## src/rtl/mem_req_ctrl.sv

```systemverilog
// Initiator for the MainMemory port: one read, write or evict+fill at a time over valid/ready.
// Read rsp_valid 3 edges after accept, error 1 edge; the response holds until rsp_ready and req_ready is low meanwhile.
module mem_req_ctrl #(
  parameter int DATA_W   = 64,
  parameter int IDX_W    = 8,
  parameter int PAGE_W   = 1,
  parameter int MAX_PAGE = 1
) (
  input  logic              clk,
  input  logic              reset,
  input  logic              req_valid,
  output logic              req_ready,
  input  logic [1:0]        req_op,
  input  logic [PAGE_W-1:0] req_page,
  input  logic [IDX_W-1:0]  req_idx,
  input  logic [DATA_W-1:0] req_wdata,
  input  logic [PAGE_W-1:0] vic_page,
  input  logic [IDX_W-1:0]  vic_idx,
  input  logic [DATA_W-1:0] vic_data,
  output logic              rsp_valid,
  input  logic              rsp_ready,
  output logic [DATA_W-1:0] rsp_rdata,
  output logic              rsp_err,
  output logic [PAGE_W-1:0] mem_page,
  output logic [IDX_W-1:0]  mem_idx,
  output logic [DATA_W-1:0] mem_wdata,
  output logic              mem_we,
  input  logic [DATA_W-1:0] mem_rdata
);

  typedef enum logic [2:0] {
    IDLE    = 3'd0,
    WB      = 3'd1,
    WR      = 3'd2,
    RD_ADDR = 3'd3,
    RD_DATA = 3'd4,
    RSP     = 3'd5
  } state_e;

  localparam logic [1:0] OP_RD  = 2'b00;
  localparam logic [1:0] OP_WR  = 2'b01;
  localparam logic [1:0] OP_EVF = 2'b10;
  localparam logic [1:0] OP_RSV = 2'b11;

  // One spare bit keeps the range check meaningful when MAX_PAGE is the top page.
  localparam logic [PAGE_W:0] MAX_PAGE_X = (PAGE_W+1)'(MAX_PAGE);

  state_e              state_q;
  logic [PAGE_W-1:0]   tgt_page_q;
  logic [IDX_W-1:0]    tgt_idx_q;
  logic                rsp_valid_q;
  logic                rsp_err_q;
  logic [DATA_W-1:0]   rsp_rdata_q;
  logic [PAGE_W-1:0]   mem_page_q;
  logic [IDX_W-1:0]    mem_idx_q;
  logic [DATA_W-1:0]   mem_wdata_q;

  logic req_page_bad;
  logic vic_page_bad;
  logic bad_req;

  assign req_page_bad = {1'b0, req_page} > MAX_PAGE_X;
  assign vic_page_bad = {1'b0, vic_page} > MAX_PAGE_X;
  assign bad_req      = (req_op == OP_RSV) || req_page_bad ||
                        ((req_op == OP_EVF) && vic_page_bad);

  // Decoded from state so a synchronous reset kills the strobe in the same cycle.
  assign req_ready = (state_q == IDLE) && !reset;
  assign mem_we    = ((state_q == WR) || (state_q == WB)) && !reset;

  assign rsp_valid = rsp_valid_q;
  assign rsp_err   = rsp_err_q;
  assign rsp_rdata = rsp_rdata_q;
  assign mem_page  = mem_page_q;
  assign mem_idx   = mem_idx_q;
  assign mem_wdata = mem_wdata_q;

  always_ff @(posedge clk) begin
    if (reset) begin
      state_q     <= IDLE;
      tgt_page_q  <= '0;
      tgt_idx_q   <= '0;
      rsp_valid_q <= 1'b0;
      rsp_err_q   <= 1'b0;
      rsp_rdata_q <= '0;
      mem_page_q  <= '0;
      mem_idx_q   <= '0;
      mem_wdata_q <= '0;
    end else begin
      case (state_q)
        IDLE: begin
          if (req_valid) begin
            tgt_page_q <= req_page;
            tgt_idx_q  <= req_idx;
            if (bad_req) begin
              rsp_err_q   <= 1'b1;
              rsp_rdata_q <= '0;
              state_q     <= RSP;
            end else begin
              rsp_err_q <= 1'b0;
              case (req_op)
                OP_RD: begin
                  mem_page_q <= req_page;
                  mem_idx_q  <= req_idx;
                  state_q    <= RD_ADDR;
                end
                OP_WR: begin
                  mem_page_q  <= req_page;
                  mem_idx_q   <= req_idx;
                  mem_wdata_q <= req_wdata;
                  state_q     <= WR;
                end
                default: begin
                  mem_page_q  <= vic_page;
                  mem_idx_q   <= vic_idx;
                  mem_wdata_q <= vic_data;
                  state_q     <= WB;
                end
              endcase
            end
          end
        end
        // Victim write lands on this edge, so a same-address fill reads it back.
        WB: begin
          mem_page_q <= tgt_page_q;
          mem_idx_q  <= tgt_idx_q;
          state_q    <= RD_ADDR;
        end
        WR: begin
          rsp_rdata_q <= '0;
          state_q     <= RSP;
        end
        RD_ADDR: begin
          state_q <= RD_DATA;
        end
        RD_DATA: begin
          rsp_rdata_q <= mem_rdata;
          state_q     <= RSP;
        end
        RSP: begin
          if (!rsp_valid_q) begin
            rsp_valid_q <= 1'b1;
          end else if (rsp_ready) begin
            rsp_valid_q <= 1'b0;
            state_q     <= IDLE;
          end
        end
        default: begin
          state_q <= IDLE;
        end
      endcase
    end
  end

endmodule
```

## config.mk

```make
export PLATFORM = sky130hd
export DESIGN_NAME = mem_req_ctrl
export DESIGN_NICKNAME = d
export VERILOG_FILES = /design/src/rtl/mem_req_ctrl.sv
export SDC_FILE = /design/constraint.sdc
export NUM_CORES = 1
export LEC_CHECK = 0
export CAP_MARGIN = 10
export CORE_MARGIN = 10
export CORE_UTILIZATION = 36
export CTS_CLUSTER_DIAMETER = 30
export DETAILED_ROUTE_END_ITERATION = 6
export PLACE_DENSITY = 0.77
export SLEW_MARGIN = 20
export SYNTH_ARGS = -nofsm -noshare
export SYNTH_HDL_FRONTEND = slang
export SYNTH_SLANG_ARGS = --single-unit
```

## constraint.sdc

```tcl
create_clock -name clk -period 1.9 [get_ports clk]
set_clock_uncertainty 0.2 [all_clocks]
set_input_delay 0.475 -clock clk [delete_from_list [all_inputs] [get_ports clk]]
set_output_delay 0.475 -clock clk [all_outputs]
set_load 0.02 [all_outputs]
```

==> summary.md, run 1 <==
| Metric | Value |
|---|---|
| Switching share of total power | between 20% and 30% |
| Simple-gate portion of the synthesized area | 7.24% |
| Worst hold-check slack | about 0.15 ns |
| Adder and majority gate portion of the synthesized area | less than 1% |
| Post-layout net count | 1305 |
| Clk Latency, worst-skew pair | just over 0.4 ns |
| Accumulated negative setup slack | -0.0640 ns |
| Cell Count, Final, Fillers Out | between 1k and 1.5k |
| Hold depth | 2 |
| DRT Pass-1 Iters | 4 |
| Clk pin slew, worst setup/hold paths | 0.06 ns |
| Maximum VDD drop | between 500 and 600 uV |
| Antenna violations before repair | 2 |
| I/O pin total | ~360 |
| Worst reg2reg path depth | 8 |
| Port Buffer Count | 356 |
| Wire length of the first global-routing pass | 38400 um |
| Number of instances in the synthesized netlist | between 700 and 800 |
| Fin crit share | 102% |
| Net count after synthesis | 940 |
| Proportion of layout cells with a drive suffix above 1 | about an eighth |
| GR Layer Usage met1 | between 20% and 30% |
| Vias in the first global route | 6982 |
| CTS tree | done |
| Least setup slack across all paths after layout | -0.0454 ns |
| Xor-xnor portion of the synthesized cell area | less than 1% |
| Area of the core | ~18000 um2 |
| Detail Route Antenna Nets | 0 |
| Area growth from synthesis to final layout | 73.8% |
| Count of different cell masters after synthesis | 37 |
| Crit path required time | approximately 1.2 ns |
| RSZ-0062 raised after global routing | true |
| Startpoint Class | flop |
| Result of the run | finished with violations |
| NetSw | between 0.003 and 0.004 W |
| Cell at the slowest stage of the critical path | sky130_fd_sc_hd__dfxtp_2 |
| Iteration-0 DRC count of the detailed router | between 200 and 300 |
| Met3 GRT Util | 9.35% |
| Floorplan row count | 49 |
| Comb power frac | around 28% |
| Number of setup violations in the final report | 2 |
| Initial core utilization | a little under two fifths |
| Overall die area | roughly 24000 um2 |
| Leading register cell type out of synthesis | sky130_fd_sc_hd__dfxtp_1 |
| Met2 global-route usage | approximately a third |
| Mean area per synthesized cell | ~9 um2 |
| Critical-path cell list | buf_8 -> xnor2_4 -> nor3_2 -> buf_4 |
| Busiest grt layer | met2 |
| Residual DRC | 0 |
| DP HPWL | approximately 19000 um |
| Slowest stage delay, CP | approximately 0.33 ns |
| Placer Congestion | about 0.78 |
| Synth top area share | 45.7% |
| Max capacitance violation total | 0 |
| Pin count of the biggest net entering global routing | between 100 and 150 |
| Slew Limit Fails | 0 |
| Top cell type by total area after synthesis | sky130_fd_sc_hd__dfxtp_1 |
| CTS Sinks | ~150 |
| Detailed-route wire length | between 20000 and 30000 um |
| Hold violation total from the final report | 0 |
| Vias per inst | between 5 and 6 |
| Hold buffers post-CTS | 0 |
| Relative contribution of the clock network to total power | between 30% and 40% |
| Leading post-synthesis cells by cell area | sky130_fd_sc_hd__dfxtp_1 (46%), sky130_fd_sc_hd__a21oi_1 (11%), sky130_fd_sc_hd__mux2i_1 (9.7%), sky130_fd_sc_hd__a211oi_1 (6.0%), sky130_fd_sc_hd__nand2_1 (4.8%) |
| Kind of end point of the critical path | output pin |
| Static leakage | ~4.7 nW |
| Yosys reg bits | between 150 and 200 |
| Arrival time worst endpoint | around 1.3 ns |
| Max-slew headroom | 64.6% |
| Proportion of synthesized flip-flops having asynchronous set or reset | 0% |
| Sequential-to-total area share from yosys stat | a little under half |
| Sequential share of power | a little over a third |
| Die outline width | 156 um |
| Fmax | 0.514 GHz |
| P per Cell Area | ~900 nW/um2 |
| Post-synth EDFFs | 0 |
| Number of synthesis warnings | 0 |
| Root buffer cell | sky130_fd_sc_hd__clkbuf_16 |
| Multiplexer area fraction after synthesis | about a tenth |
| Type of the worst setup path | reg -> out |
| H-tree Lvls | 4 |
| Main combinational cell family by area after synthesis | compound AO/OA/AOI/OAI gates |
| Tmin final | around 2 ns |
| Placed cells | about 1.3k |
| Fill cell count | between 1.5k and 2k |
| Average detailed-routed wire length per instance | between 15 and 20 um |
| Transition at the pin with the smallest max-transition slack | ~0.53 ns |
| Deepest clock path buffer count | 2 |
| Fraction of the mapped netlist area in compound gates | 29.5% |
| Total global routing track utilization | roughly 20% |
| Number of buffers added by the clock tree synthesis step | 17 |
| GRT overflow | 0 |
| Cell Area, Synth | ~6600 um2 |
| Worst Hold Class | in -> reg |
| Largest fanout on the critical path | 3 |
| Violated checks | setup timing |
| DIE HEIGHT | 156 um |
| Cell Int Power | about 0.0073 W |
| Vias | between 6k and 7k |
## critical path, delay by kind of cell (launching register included)
family	cells	cell delay, ns
xor+xnor	1	0.11
simple gates	1	0.10
flops	1	0.33
buf+inv	2	0.31
## cell usage in the layout, fill, tap and decap left out, types with 2 or more instances in the layout
cell type,Yosys,routed
sky130_fd_sc_hd__a211oi_1,53,49
sky130_fd_sc_hd__a211oi_2,20,24
sky130_fd_sc_hd__a21oi_1,141,141
sky130_fd_sc_hd__buf_12,0,19
sky130_fd_sc_hd__buf_4,7,34
sky130_fd_sc_hd__buf_6,5,8
sky130_fd_sc_hd__buf_8,6,3
sky130_fd_sc_hd__bufinv_16,0,5
sky130_fd_sc_hd__clkbuf_1,39,2
sky130_fd_sc_hd__clkbuf_16,0,21
sky130_fd_sc_hd__clkdlybuf4s50_1,0,212
sky130_fd_sc_hd__clkinv_4,0,2
sky130_fd_sc_hd__dfxtp_1,151,148
sky130_fd_sc_hd__dfxtp_2,0,2
sky130_fd_sc_hd__diode_2,0,2
sky130_fd_sc_hd__dlygate4sd2_1,0,140
sky130_fd_sc_hd__ha_4,0,2
sky130_fd_sc_hd__inv_1,11,11
sky130_fd_sc_hd__inv_6,0,2
sky130_fd_sc_hd__inv_8,0,2
sky130_fd_sc_hd__mux2i_1,64,64
sky130_fd_sc_hd__nand2_1,85,85
sky130_fd_sc_hd__nor2_1,2,2
sky130_fd_sc_hd__nor2b_1,3,3
sky130_fd_sc_hd__nor3_1,3,2
sky130_fd_sc_hd__nor3_2,1,2
sky130_fd_sc_hd__nor3b_4,0,2
sky130_fd_sc_hd__o21a_1,11,11
sky130_fd_sc_hd__o21ai_0,53,53
sky130_fd_sc_hd__o21ai_1,11,11
sky130_fd_sc_hd__o221ai_1,9,9
sky130_fd_sc_hd__o32ai_1,9,9
## flip-flops by register name, summed over array words and instances, names as in the netlist
register / flops
rsp_err: 1
mem_page: 1
tgt_page_q: 1
rsp_rdata: 64
rsp_valid: 1
tgt_idx_q: 8
mem_idx: 8
state_q: 3
mem_wdata: 64
## power by group through the flow
stage / clock network [W] / logic [W] / registers (W)
after CTS: 0.00386 / 0.00281 / 0.00359
after global placement: 0 / 0.00285 / 0.00365
final: 0.00379 / 0.00295 / 0.00359
after global routing: 0.00398 / 0.00317 / 0.00362
after detailed placement: 0 / 0.00287 / 0.00367
after floorplan: 0 / 0.00111 / 0.00397
## worst paths after layout
kind / from / end / slack [ns]
min reg2reg: tgt_idx_q[3]$_SDFFE_PP0P_ / tgt_idx_q[3]$_SDFFE_PP0P_ / 0.26
max reg2reg: state_q[0]$_SDFFE_PP0P_ / mem_wdata[1]$_SDFFE_PP0P_ / 0.03
min: reset / mem_wdata[62]$_SDFFE_PP0P_ / 0.15
max: state_q[0]$_SDFFE_PP0P_ / mem_we / -0.05
## metrics by stage
step           setup WS (ns)  utilization (%)  power [W]  cell area, um2
2_1_floorplan         -0.127                -    0.00508            6630
3_3_place_gp          -0.501             58.9    0.00650           10600
3_5_place_dp          -0.509             58.9    0.00654           10600
4_1_cts              -0.0664             62.3     0.0103           11200
5_1_grt               -0.111             63.8     0.0108           11500
6_report             -0.0454             63.8     0.0103           11500
## synth_stat cells, types with 2 or more instances
library cell	instances
sky130_fd_sc_hd__nor2b_1	3
sky130_fd_sc_hd__buf_4	7
sky130_fd_sc_hd__a211oi_1	53
sky130_fd_sc_hd__inv_1	11
sky130_fd_sc_hd__o32ai_1	9
sky130_fd_sc_hd__o21a_1	11
sky130_fd_sc_hd__nor3b_2	2
sky130_fd_sc_hd__ha_1	3
sky130_fd_sc_hd__buf_6	5
sky130_fd_sc_hd__a21oi_1	141
sky130_fd_sc_hd__clkbuf_1	39
sky130_fd_sc_hd__dfxtp_1	151
sky130_fd_sc_hd__mux2i_1	64
sky130_fd_sc_hd__o221ai_1	9
sky130_fd_sc_hd__o21ai_1	11
sky130_fd_sc_hd__nor3_1	3
sky130_fd_sc_hd__buf_8	6
sky130_fd_sc_hd__nor2_1	2
sky130_fd_sc_hd__o21ai_0	53
sky130_fd_sc_hd__buf_2	18
sky130_fd_sc_hd__a211oi_2	20
sky130_fd_sc_hd__nand2_1	85
## what timing repair did
action | 4_1_cts | 5_1_grt
pin swaps | 3 | 8
cloned | 1 | 7
buffers inserted | 7 | 3
setup endpoints to repair | 249 | 64
resized for setup | 152 | 22
## cell type report
type                    instances  area, um2  area share [%]
clock buffers                  20        447            3.88
well taps                     229        287            2.49
multi-input cells             483       3220            28.0
repair buffers                422       4260            37.0
flip-flops and latches        151       3030            26.3
diodes                          2       5.00          0.0435
inverters                      11       41.3           0.359
clock inverters                12        215            1.87
## per-layer routing
metal | vias up | routed length, um
li1 | 3346 | -
met1 | 3159 | 9950
met2 | 282 | 12800
met3 | 32 | 2720
met4 | 0 | 565
met5 | - | 0
## cells by family after synthesis
logic type / after synthesis
XOR/XNOR: 1
buffers and inverters: 87
adder cells (fa/ha/maj): 3
flip-flops: 151
AO/OA/AOI/OAI: 310
AND/OR/NAND/NOR: 105
multiplexers: 64
Note: power is estimated with default switching activity, not from simulation.
==> run 2: changes to the inputs <==
--- a/config.mk
+++ b/config.mk
@@ -7,10 +7,10 @@
 export LEC_CHECK = 0
 export CAP_MARGIN = 10
 export CORE_MARGIN = 10
-export CORE_UTILIZATION = 36
+export CORE_UTILIZATION = 39
 export CTS_CLUSTER_DIAMETER = 30
 export DETAILED_ROUTE_END_ITERATION = 6
-export PLACE_DENSITY = 0.77
+export PLACE_DENSITY = 0.79
 export SLEW_MARGIN = 20
 export SYNTH_ARGS = -nofsm -noshare
 export SYNTH_HDL_FRONTEND = slang
==> constraint.sdc (replaced) <==
create_clock -name clk -period 2.2 [get_ports clk]
set_clock_uncertainty 0.2 [all_clocks]
set_input_delay 0.55 -clock clk [delete_from_list [all_inputs] [get_ports clk]]
set_output_delay 0.55 -clock clk [all_outputs]
set_load 0.02 [all_outputs]
==> summary.md, run 2 (synthesized netlist as in run 1, its figures left out) <==
| Metric | Value |
|---|---|
| Result of the run | finished clean |
| Hold violation total from the final report | 0 |
| Vias | between 6k and 7k |
| Vias per inst | 5.31 |
| CTS Sinks | around 150 |
| Proportion of layout cells with a drive suffix above 1 | between 10% and 20% |
| Number of setup violations in the final report | 0 |
| Type of the worst setup path | reg -> out |
| Slowest stage delay, CP | 0.65 ns |
| Fmax | approximately 0.46 GHz |
| Placed cells | roughly 1.3k |
| Tmin final | roughly 2.2 ns |
| Worst-case register-to-register setup slack | between 0.3 and 0.4 ns |
| Max-slew headroom | 56.5% |
| Fill cell count | around 1.3k |
| Hold worst-path end | rsp_err$_SDFFE_PP0P_ |
| CTS tree | done |
| Relative contribution of the clock network to total power | between 30% and 40% |
| Port Buffer Count | 356 |
| Cell Int Power | about 0.0058 W |
| Floorplan row count | 47 |
| Deepest clock path buffer count | 2 |
| Residual DRC | 0 |
| Average detailed-routed wire length per instance | between 20 and 25 um |
| Comb power frac | between 20 and 30% |
| Tot Pwr | 0.00839 W |
| Kind of end point of the critical path | output pin |
| Critical-path cell list | clkdlybuf4s50_1 |
| Vias in the first global route | about 7.1k |
| Setup Fix Bufs, Post-CTS | 0 |
| Area of the core | around 17000 um2 |
| Sequential share of power | 37.1% |
| Leading cell type in the layout, fill and taps excluded | sky130_fd_sc_hd__clkdlybuf4s50_1 |
| Startpoint of the worst hold path | rsp_err$_SDFFE_PP0P_ |
| Wire length of the first global-routing pass | 39400 um |
| Static leakage | roughly 4.5 nW |
| RSZ-0062 raised after global routing | false |
| Clk pin slew, worst setup/hold paths | about 0.07 ns |
| Post-layout net count | between 1k and 1.5k |
| Register Area | a little over 3000 um2 |
| Least setup slack across all paths after layout | 0.0353 ns |
| Fin crit share | a little over nine tenths |
| Hold depth | 2 |
| CP delay by family, top | buffers and inverters |
| Detail Route Antenna Nets | 0 |
| Worst Hold Class | reg -> reg |
| DP HPWL | a little under 20000 um |
| Iteration-0 DRC count of the detailed router | 388 |
| Placer Congestion | 0.801 |
| Accumulated negative setup slack | 0 ns |
| Die outline width | about 150 um |
| Pin count of the biggest net entering global routing | 76 |
| NetSw | between 0.002 and 0.003 W |
| I/O pin total | 357 |
| P per Cell Area | between 700 and 800 nW/um2 |
| Maximum VDD drop | about 550 uV |
| Area growth from synthesis to final layout | 70.6% |
| DP Worst Slack | -0.252 ns |
| Slew Limit Fails | 0 |
| Detailed-route wire length | roughly 26000 um |
| Startpoint of the lowest-slack register-to-register path | state_q[1]$_SDFFE_PP0P_ |
| Highest-count cells in the layout ignoring fill and taps | sky130_fd_sc_hd__clkdlybuf4s50_1 (318), sky130_fd_sc_hd__dfxtp_1 (149), sky130_fd_sc_hd__a21oi_1 (141) |
| Worst reg2reg path depth | 6 |
| Initial core utilization | between 30% and 40% |
| Antenna violations before repair | 2 |
| Largest fanout on the critical path | 2 |
| Root buffer cell | sky130_fd_sc_hd__clkbuf_16 |
| Cell Count, Final, Fillers Out | ~1.3k |
| Number of buffer and inverter instances along the worst setup path | 1 |
| GRT overflow | 0 |
| Crit path required time | 1.45 ns |
| Transition at the pin with the smallest max-transition slack | between 0.6 and 0.7 ns |
| Max capacitance violation total | 0 |
| Switching share of total power | a little under a third |
| Total global routing track utilization | between 20% and 30% |
| Clk Latency, worst-skew pair | around 0.42 ns |
| Arrival time worst endpoint | ~1.4 ns |
| Hold buffers post-CTS | 0 |
| Startpoint Class | flop |
| Capture point of the worst reg-to-reg path | mem_wdata[16]$_SDFFE_PP0P_ |
| DIE HEIGHT | 150 um |
| Number of buffers added by the clock tree synthesis step | 17 |
| Cell at the slowest stage of the critical path | sky130_fd_sc_hd__clkdlybuf4s50_1 |
| Overall die area | between 20000 and 25000 um2 |
| H-tree Lvls | 4 |
| DRT Pass-1 Iters | 5 |
| Multi-input logic area | ~3200 um2 |
==> run 2: worst max-delay path by stage <==
| stage | slack (ns) | from | cells past startpoint | endpoint |
|---|---|---|---|---|
| after global routing | 0.001 | mem_wdata[13]$_SDFFE_PP0P_ | 1 | mem_wdata[13] |
| final | 0.04 | mem_wdata[41]$_SDFFE_PP0P_ | 1 | mem_wdata[41] |
| after floorplan | 0.02 | reset | 4 | mem_we |
| after CTS | 0.001 | mem_wdata[58]$_SDFFE_PP0P_ | 1 | mem_wdata[58] |
| after global placement | -0.24 | req_op[0] | 7 | mem_wdata[58]$_SDFFE_PP0P_ |
| after detailed placement | -0.25 | req_op[0] | 7 | mem_wdata[58]$_SDFFE_PP0P_ |
==> run 2: routing by layer <==
metal  wire [um]  global-route usage [%]  up-vias
met2       13300                    38.2      304
met3        3000                    10.6       20
met5          13                       0        -
li1            -                       -     3327
met4         294                    6.03        2
met1        9630                    23.7     3299
==> run 2: tightest hold or removal path: stages (launching register included) <==
cell,delay (ns)
sky130_fd_sc_hd__dfxtp_1,0.31
sky130_fd_sc_hd__nand2_1,0.05
sky130_fd_sc_hd__a21oi_1,0.05
==> run 2: stage by stage <==
stage	util (%)	instance area (um2)	hold WS, ns
after floorplan	-	6630	0.236
after global placement	64.1	10600	0.244
after detailed placement	64.1	10600	0.246
final	68.1	11300	0.251
after global routing	68.1	11300	0.281
after CTS	67.5	11200	0.256
==> run 2: power by group through the flow <==
stage	Combinational, W	Clock, W	Sequential (W)
finish	0.00244	0.00284	0.00312
detailed placement	0.00245	0	0.00317
global route	0.00263	0.00301	0.00315
global placement	0.00242	0	0.00316
floorplan	0.000960	0	0.00343
CTS	0.00246	0.00289	0.00312
==> run 2: area by class of cell <==
class | count | share of cell area [%]
flip-flops and latches | 151 | 26.8
clock inverters | 15 | 1.27
diodes | 1 | 0.0222
clock buffers | 17 | 3.77
well taps | 220 | 2.44
repair buffers | 410 | 37.4
inverters | 11 | 0.366
multi-input cells | 483 | 28.0
==> run 2: timing repair <==
| item | CTS | global route |
|---|---|---|
| hold endpoints to repair | 0 | 0 |
| setup endpoints to repair | 4 | 35 |
| resized for setup | 4 | 35 |
